$ cat src/rtl/mul_pkg.sv
// Shared types and constants for the sequential shift-add multiplier.
// MUL_EARLY_TERM_EN (see seq_multiplier) changes only latency, never these definitions.
package mul_pkg;

    localparam int MUL_WIDTH = 32;
    localparam int MUL_CNT_W = $clog2(MUL_WIDTH) + 1;

    typedef enum logic [1:0] {
        IDLE = 2'd0,
        RUN  = 2'd1,
        DONE = 2'd2
    } state_t;

    // Iteration counter must be able to hold the value WIDTH itself.
    function automatic int cnt_width(input int w);
        return $clog2(w) + 1;
    endfunction

endpackage

$ cat src/rtl/mul_step.sv
// One combinational add-shift iteration of the unsigned multiplier.
// Also flags when the shifted multiplier has run out of set bits.
module mul_step #(
    parameter int WIDTH = 32
) (
    input  logic [2*WIDTH-1:0] prod,
    input  logic [2*WIDTH-1:0] mcand,
    input  logic [WIDTH-1:0]   mplr,
    output logic [2*WIDTH-1:0] prod_nxt,
    output logic [2*WIDTH-1:0] mcand_nxt,
    output logic [WIDTH-1:0]   mplr_nxt,
    output logic               mplr_zero
);

    // The running sum never exceeds A*B, so the add cannot carry out.
    assign prod_nxt  = mplr[0] ? (prod + mcand) : prod;
    assign mcand_nxt = mcand << 1;
    assign mplr_nxt  = mplr >> 1;
    assign mplr_zero = (mplr_nxt == '0);

endmodule

$ cat src/rtl/seq_multiplier.sv
// Multi-cycle unsigned shift-add multiplier returning the low or high product word.
// Define MUL_EARLY_TERM_EN to leave RUN as soon as the multiplier is exhausted.
module seq_multiplier
    import mul_pkg::*;
#(
    parameter int WIDTH = MUL_WIDTH
) (
    input  logic             clk,
    input  logic             rst_n,
    input  logic             start,
    input  logic [WIDTH-1:0] A,
    input  logic [WIDTH-1:0] B,
    input  logic             isMul,
    input  logic             isMulh,
    output logic             busy,
    output logic             done,
    output logic [WIDTH-1:0] result,
    output logic [1:0]       state_dbg
);

    localparam int CW = cnt_width(WIDTH);
    localparam logic [CW-1:0] LAST = CW'(WIDTH);

    state_t               state;
    logic [2*WIDTH-1:0]   prod;
    logic [2*WIDTH-1:0]   mcand;
    logic [WIDTH-1:0]     mplr;
    logic [CW-1:0]        count;
    logic [1:0]           sel;
    logic                 mplr_zero_q;
    logic                 finish;

    logic [2*WIDTH-1:0]   prod_nxt;
    logic [2*WIDTH-1:0]   mcand_nxt;
    logic [WIDTH-1:0]     mplr_nxt;
    logic                 mplr_zero;

    mul_step #(.WIDTH(WIDTH)) u_step (
        .prod      (prod),
        .mcand     (mcand),
        .mplr      (mplr),
        .prod_nxt  (prod_nxt),
        .mcand_nxt (mcand_nxt),
        .mplr_nxt  (mplr_nxt),
        .mplr_zero (mplr_zero)
    );

`ifdef MUL_EARLY_TERM_EN
    assign finish = mplr_zero_q || (count == LAST);
`else
    assign finish = (count == LAST);
`endif

    // Handshake: an operation is accepted on a rising edge where start=1 and
    // busy=0; busy stays high through the done cycle, and start is ignored meanwhile.
    assign busy      = (state != IDLE);
    assign state_dbg = state;

    always_ff @(posedge clk or negedge rst_n) begin
        if (!rst_n) begin
            state       <= IDLE;
            prod        <= '0;
            mcand       <= '0;
            mplr        <= '0;
            count       <= '0;
            sel         <= '0;
            mplr_zero_q <= 1'b0;
            done        <= 1'b0;
            result      <= '0;
        end else begin
            case (state)
                IDLE: begin
                    done <= 1'b0;
                    if (start) begin
                        mcand       <= {{WIDTH{1'b0}}, A};
                        mplr        <= B;
                        prod        <= '0;
                        count       <= '0;
                        sel         <= {isMul, isMulh};
                        mplr_zero_q <= 1'b0;
                        state       <= RUN;
                    end
                end
                RUN: begin
                    if (finish) begin
                        done  <= 1'b1;
                        state <= DONE;
                        if (sel[1])
                            result <= prod[WIDTH-1:0];
                        else if (sel[0])
                            result <= prod[2*WIDTH-1:WIDTH];
                        else
                            result <= '0;
                    end else begin
                        // Once the multiplier is exhausted further steps cannot change prod.
                        if (!mplr_zero_q) begin
                            prod        <= prod_nxt;
                            mcand       <= mcand_nxt;
                            mplr        <= mplr_nxt;
                            mplr_zero_q <= mplr_zero;
                        end
                        count <= count + 1'b1;
                    end
                end
                DONE: begin
                    done  <= 1'b0;
                    state <= IDLE;
                end
                default: begin
                    done  <= 1'b0;
                    state <= IDLE;
                end
            endcase
        end
    end

endmodule

$ cat config.mk
export PLATFORM = sky130hd
export DESIGN_NAME = seq_multiplier
export DESIGN_NICKNAME = d
export VERILOG_FILES = /design/src/rtl/mul_pkg.sv /design/src/rtl/mul_step.sv /design/src/rtl/seq_multiplier.sv
export SDC_FILE = /design/constraint.sdc
export NUM_CORES = 1
export LEC_CHECK = 0
export ABC_AREA = 0
export CORE_MARGIN = 2
export CORE_UTILIZATION = 59
export CTS_CLUSTER_DIAMETER = 80
export DETAILED_ROUTE_END_ITERATION = 7
export GPL_ROUTABILITY_DRIVEN = 0
export MAX_ROUTING_LAYER = met4
export PLACE_DENSITY = 0.83
export SETUP_SLACK_MARGIN = 0.5
export SLEW_MARGIN = 20
export SYNTH_ARGS = -nofsm -noshare
export SYNTH_HDL_FRONTEND = slang
export SYNTH_SLANG_ARGS = --single-unit
$ cat constraint.sdc
create_clock -name clk -period 3.85 [get_ports clk]
set_input_delay 0.77 -clock clk [delete_from_list [all_inputs] [get_ports clk]]
set_output_delay 0.77 -clock clk [all_outputs]
set_load 0.02 [all_outputs]
==> results of run 1 <==
==> power groups by stage <==
stage / combinational (mW) / sequential (mW) / clock, mW
2_1_floorplan: 4.22 / 3.66 / 0
3_3_place_gp: 5.65 / 3.71 / 0
3_5_place_dp: 5.81 / 3.76 / 0
4_1_cts: 5.87 / 3.74 / 2.43
5_1_grt: 6.53 / 3.86 / 2.54
6_report: 5.97 / 3.77 / 2.42
==> final timing paths <==
path,from,to,slack (ns),cells after the start
hold reg to reg,result[23]$_DFFE_PN0P_,result[23]$_DFFE_PN0P_,0.48,2
setup reg to reg,prod[0]$_DFFE_PN0P_,prod[60]$_DFFE_PN0P_,0.58,13
hold / removal,rst_n,mcand[21]$_DFFE_PN0P_,0.27,1
setup / recovery,prod[0]$_DFFE_PN0P_,prod[60]$_DFFE_PN0P_,0.58,13
max in group asynchronous,rst_n,mplr[23]$_DFFE_PN0P_,2.50,3
min in group clk,result[23]$_DFFE_PN0P_,result[23]$_DFFE_PN0P_,0.48,2
==> worst register-to-register path, delay by kind of cell, from the launching register on <==
kind / cells / cell delay [ns]
compound gates: 7 / 1.53
fa+ha+maj: 2 / 0.61
simple gates: 2 / 0.48
flops: 1 / 0.37
buf+inv: 1 / 0.07
xor+xnor: 1 / 0.10
==> kinds of logic (layout without fill, tap and decap cells) <==
group | count (synthesis) | count (layout)
adder cells (fa/ha/maj) | 66 | 66
buffers and inverters | 114 | 182
flip-flops | 204 | 204
XOR/XNOR | 63 | 63
multiplexers | 66 | 66
AO/OA/AOI/OAI | 453 | 453
AND/OR/NAND/NOR | 384 | 384
==> synthesized netlist by cell type, drive strengths merged, types with 3 or more instances <==
library cell and count:
a21o 24, nand4 32, and2 3, or4 3, buf 16, nor4 10
mux2i 62, nor3 9, a211o 3, clkbuf 78, nor2 48, o31ai 15
mux2 3, dfrtp 204, inv 20, o22ai 3, ha 65, o31a 4
and3 6, a21oi 76, o21bai 16, a22oi 31, a21boi 3, a211oi 4
nor2b 11, xnor2 29, or2 3, nand2b 9, xor2 34, nand3 13
o211ai 10, o21a 15, a22o 54, nand2 230, o21ai 175, a31oi 7
==> layout make-up <==
| class | count | share of cell area (%) |
|---|---|---|
| Clock buffer | 28 | 4.42 |
| Timing Repair Buffer | 120 | 8.38 |
| Sequential cell | 204 | 35.6 |
| Clock inverter | 14 | 1.41 |
| Tap cell | 270 | 2.35 |
| Multi-Input combinational cell | 1032 | 47.3 |
| Inverter | 20 | 0.523 |
==> layout by cell type (no fill, tap or decap), types with 29 or more instances in the layout <==
cell type	instances
a22o_1	54
xor2_1	34
a22oi_1	31
o21ai_0	171
ha_1	65
a21oi_1	73
xnor2_1	29
dfrtp_1	204
nor2_1	47
clkdlybuf4s50_1	103
nand2_1	227
nand4_1	32
mux2i_1	62
==> metal layers <==
| layer | wire length (um) | track usage [%] | vias to the layer above |
|---|---|---|---|
| li1 | - | - | 4979 |
| met1 | 13500 | 39.5 | 5172 |
| met2 | 15300 | 49.3 | 452 |
| met3 | 2460 | 4.66 | 87 |
| met4 | 825 | 8.14 | 0 |
| met5 | 0 | - | - |
==> per-stage QoR <==
stage               utilization [%]  power, mW  hold slack [ns]  worst slack (ns)  cells
global route                   70.5       12.9            0.337             0.441   1688
global placement               66.2       9.37            0.460             0.607   1645
CTS                            70.3       12.0            0.322             0.519   1687
detailed placement             66.2       9.57            0.469             0.526   1645
floorplan                         -       7.88            0.471             0.891   1350
finish                         70.5       12.2            0.273             0.580   1688
==> flip-flops by register name (all words and copies together) (netlist names) <==
register and cells:
sel 2, mplr 32, prod 64, mcand 64, mplr_zero_q 1, done 1, count 6, result 32
state_dbg 2
==> repair_timing <==
item / CTS / global route
setup buffers: 0 / 1
endpoints found under the setup margin: 0 / 11
gates resized for setup: 0 / 6
hold buffers: 0 / 0
==> impl_metrics.csv, run 1 <==
group,metric,value,unit
timing,tightestPinTransition,0.800,ns
setup_path,endpoint_kind,"flop",
synthesis,synth_compound_gate_area_share,24.1,%
die,num_rows,52,
route,routed_wire_length_per_instance,19.0,um
route,route.antenna.remaining_nets,0,
route,initialDrtViolationCount,836,
timing,period_share,84.9,%
synthesis,syn_area,12300,um^2
power_and_ir_drop,power.combinational.fraction,49.1,%
synthesis,synth_sequential_area_ratio,41.5,%
setup_path,worst-path-buf-inv,1,
synthesis,postSynth.topFlopCell,"dfrtp_1",
die,starting_density_of_the_core,60.4,%
setup_path,cp_cell_sequence,"ha_1 -> inv_1 -> fa_1 -> nand2b_1 -> a21oi_2 -> o22ai_2 -> o211ai_1 -> a21oi_1 -> nor2_1 -> o21ai_2 -> o21ai_0 -> xor2_1 -> a22o_1",
synthesis,postSynthRegisterBits,204,
synthesis,synthesis.yosys.warnings,0,
grt,first_global_vias,10514,
clocking,cts.htree.levels,1,
setup_path,worst_path_largest_cell_delay,0.40,ns
cells_and_area,area_growth,16.8,%
synthesis,adder_cell_share_of_the_synthesized_area,6.78,%
placement,hpwl,22.2,mm
setup_path,crit_required,4.25,ns
power_and_ir_drop,netSwitchingPower,5.28,mW
timing,finalHoldViolCount,0,
power_and_ir_drop,peak_vdd_ir,0.611,mV
timing,timing.max_slew.rel_slack,46.2,%
cells_and_area,area.sequential,5100,um^2
placement,io_buffers,104,
setup_path,worst_path_dominant_cell_family,"compound AO/OA/AOI/OAI gates",
setup_path,arrival_time_reported_for_the_critical_path_endpoint,3.67,ns
grt,antenna_found_initial,0,
synthesis,synth.mux.area_fraction,5.51,%
timing,setup_total_negative_slack,0,ns
synthesis,netlist.top_cell.by_area,"dfrtp_1",
die,die_h,148,um
synthesis,dominant_combinational_cell_family_by_area_after_synthesis,"compound AO/OA/AOI/OAI gates",
timing,clock.fmax,306,MHz
route,route.detailed.drc,0,
synthesis,synth_area_in_xor_xnor,4.49,%
grt,globalRouteOverflowTotal,0,
timing,final_period_minus_worst_setup_slack,3.27,ns
placement,place_area,13500,um^2
synthesis,post_synth_cell_types,70,
power_and_ir_drop,power_frac_clock,19.9,%
setup_path,crit_fanout,4,
setup_path,timing_worst_setup_path_type,"flop to flop",
clocking,cts_buffers,23,
synthesis,postSynthAreaPerCell,9.11,um^2
die,die_footprint,22000,um^2
grt,pin_count_of_the_biggest_net_entering_global_routing,191,
synthesis,synth_fp_nets,1485,
synthesis,synth-async-reset-ratio,100,%
timing,slew_violations,0,
cells_and_area,post_route_cells_drive_above_1_share,6.91,%
die,coreArea,20400,um^2
cells_and_area,fin_nets,1536,
setup_path,critPathSlowestCell,"fa_1",
route,post_drt_via_cell_ratio,6.33,
power_and_ir_drop,internal-power,6.88,mW
die,boundaryPins,105,
power_and_ir_drop,sw_frac_of_total,43.4,%
cells_and_area,fillcell_total,1522,
synthesis,synthDominantCellAreaShare,41.5,%
grt,grtUsageTotal,30.2,%
route,detail_route.wirelength,32.1,mm
die,floorplan.die.width,148,um
grt,wire_length_of_the_first_global_routing_pass,52.8,mm
power_and_ir_drop,pwr-share-seq,31.0,%
clocking,clk_transition_reported_paths,0.06,ns
synthesis,number_of_synthesized_flops_with_an_enable_pin,0,
job,maxCapViolations,0,
clocking,clock_sink_count,204,
clocking,clockBufferDepth,3,
clocking,tritoncts,"built",
cells_and_area,finish.instance_area,14400,um^2
synthesis,top_area_cells_in_the_synthesized_netlist,"dfrtp_1 42%, nand2_1 7.0%, o21ai_0 7.0%",
setup_path,timing.critical_path.from_type,"flop",
run_status,run_status,"completed",
synthesis,synth_simple_gate_area_share,13.9,%
power_and_ir_drop,cell_area_power_density,847,nW/um^2
route,num_vias,10690,
timing,finalClockSkew,0.0181,ns
timing,rsz0062_at_grt,"yes",
cells_and_area,multiInputGateArea,6800,um^2
hold_path,hp-class,"input port to asynchronous set/reset pin",
cells_and_area,n_antenna_cell,0,
clocking,clk_root_buffer_cell,"clkbuf_16",
synthesis,postSynthCellCount,1350,
power_and_ir_drop,total_leakage_power,6.67,nW
route,drt_pass_1_iters,5,
timing,finish_stage_setup_viols,0,
clocking,clk-insertion-delay-late,0.52,ns
No activity file was read; power rests on OpenSTA's default activity.
==> run 2, diff against run 1 <==
- clock period: 3.85 -> 3.4 ns (I/O delays scaled with it)
==> impl_metrics.csv, run 2 (synthesis gave the netlist of run 1 again) <==
group,metric,value,unit
cells_and_area,area_growth,24.2,%
setup_path,reg2reg_depth,11,
setup_path,timing.rr.end,"prod[61]$_DFFE_PN0P_",
clocking,clk-insertion-delay-late,0.52,ns
die,num_rows,52,
grt,globalRouteOverflowTotal,0,
grt,wire_length_of_the_first_global_routing_pass,54.2,mm
route,route.antenna.remaining_nets,0,
die,coreArea,20400,um^2
route,m1WireLength,14.0,mm
timing,finish_stage_setup_viols,0,
clocking,clock_sink_count,204,
clocking,clk_transition_reported_paths,0.06,ns
clocking,tritoncts,"built",
hold_path,hp-class,"input port to asynchronous set/reset pin",
timing,setup_total_negative_slack,0,ns
die,starting_density_of_the_core,60.4,%
power_and_ir_drop,power,15.0,mW
route,route.detailed.drc,0,
setup_path,r2r_start,"mcand[10]$_DFFE_PN0P_",
setup_path,arrival_time_reported_for_the_critical_path_endpoint,3.41,ns
route,initialDrtViolationCount,1081,
timing,period_share,88.1,%
die,floorplan.die.width,148,um
route,met3RoutedLength,2.69,mm
cells_and_area,fin_nets,1571,
placement,hpwl,22.7,mm
clocking,cts_buffers,23,
setup_path,timing.critical_path.from_type,"flop",
setup_path,ff2ff_setup_slack,0.40,ns
job,maxCapViolations,0,
power_and_ir_drop,peak_vdd_ir,0.680,mV
clocking,cts.htree.levels,1,
grt,pin_count_of_the_biggest_net_entering_global_routing,191,
run_status,run_status,"completed",
cells_and_area,final-instance-count-excl-fill,1722,
cells_and_area,fillcell_total,1355,
cells_and_area,most-common-layout-cells,"227 x nand2_1, 197 x dfrtp_1, 163 x o21ai_0",
grt,first_global_vias,10691,
timing,timing.max_slew.rel_slack,36.6,%
grt,grtUsageTotal,31.2,%
power_and_ir_drop,cell_area_power_density,982,nW/um^2
clocking,clockBufferDepth,3,
placement,place.detailed.instances,1650,
route,num_vias,11029,
timing,final_period_minus_worst_setup_slack,3.00,ns
timing,tightestPinTransition,0.951,ns
placement,io_buffers,104,
setup_path,crit_required,3.81,ns
timing,whs,0.191,ns
route,drt_pass_1_iters,8,
timing,clock.fmax,334,MHz
timing,finalClockSkew,0.00844,ns
setup_path,endpoint_kind,"flop",
cells_and_area,fin_util,75.0,%
route,routed_wire_length_per_instance,20.2,um
power_and_ir_drop,total_leakage_power,6.85,nW
timing,finalHoldViolCount,0,
timing,rsz0062_at_grt,"yes",
route,detail_route.wirelength,34.8,mm
timing,slew_violations,0,
route,met2WireLength,16.9,mm
die,die_h,148,um
grt,antenna_found_initial,1,
clocking,cts.hold.buffers_added,0,
cells_and_area,post_route_cells_drive_above_1_share,14.7,%
cells_and_area,final_common_cell,"nand2_1",
route,highest-signal-layer,"met4",
setup_path,timing_worst_setup_path_type,"flop to flop",
clocking,clk_root_buffer_cell,"clkbuf_16",
route,post_drt_via_cell_ratio,6.40,
die,boundaryPins,105,
setup_path,crit_fanout,9,
cells_and_area,largest_registers,"mcand (64), prod (64)",
die,die_footprint,22000,um^2
run 2: changes by cell type in the layout (fill, tap and decap cells not counted), sizes merged:
cell	change
buf	+34
bufinv	+2
clkbuf	-1
clkinv	-4
clkinvlp	+2
diode	+1
run 2: final cells by class:
class | instances | area (um^2) | area share [%]
antenna | 1 | 2.50 | 0.0164
clock buffer | 26 | 617 | 4.04
clock inverter | 14 | 254 | 1.66
inverter | 20 | 75.1 | 0.492
multi-input combinational | 1032 | 7370 | 48.3
sequential | 204 | 5110 | 33.5
tap | 270 | 338 | 2.21
timing repair buffer | 155 | 1500 | 9.79
run 2: where the power goes:
group | switching, mW | internal, mW
Sequential | 0.961 | 3.39
Combinational | 4.47 | 3.29
Clock | 1.04 | 1.83
Total | 6.48 | 8.51
run 2: metal layers:
metal,track usage (%),vias up
met5,-,-
met4,11.0,0
met3,4.75,131
met2,51.9,498
met1,39.2,5358
li1,-,5042
run 2: how the worst max path moves through the flow:
stage	startpoint	to	slack, ns
after floorplan	prod[0]$_DFFE_PN0P_	prod[58]$_DFFE_PN0P_	0.50
after global placement	prod[52]$_DFFE_PN0P_	prod[63]$_DFFE_PN0P_	0.26
after detailed placement	mcand[0]$_DFFE_PN0P_	prod[58]$_DFFE_PN0P_	0.22
after CTS	count[1]$_DFFE_PN0P_	prod[62]$_DFFE_PN0P_	0.45
after global routing	mcand[10]$_DFFE_PN0P_	prod[61]$_DFFE_PN0P_	0.34
final	mcand[10]$_DFFE_PN0P_	prod[61]$_DFFE_PN0P_	0.40
run 2: what timing repair did:
item,4_1_cts,5_1_grt
setup buffers,10,21
pin swaps,8,42
endpoints found under the setup margin,51,148
resized for setup,59,64
run 2: stage by stage:
step	instance area, um^2	setup slack (ns)
4_1_cts	14800	0.454
5_1_grt	15300	0.335
3_3_place_gp	13600	0.264
6_report	15300	0.404
3_5_place_dp	13600	0.224
2_1_floorplan	12300	0.504
run 2: critical path, cell delays in order, from the launching register on:
cell and delay (ns):
dfrtp_1 0.41, ha_2 0.45, o21a_1 0.17, o21ai_0 0.12, a21boi_1 0.26, o2bb2ai_4 0.14
o31ai_4 0.30, a21oi_4 0.11, o31a_4 0.33, o41ai_4 0.22, xnor2_1 0.15, a22o_1 0.22
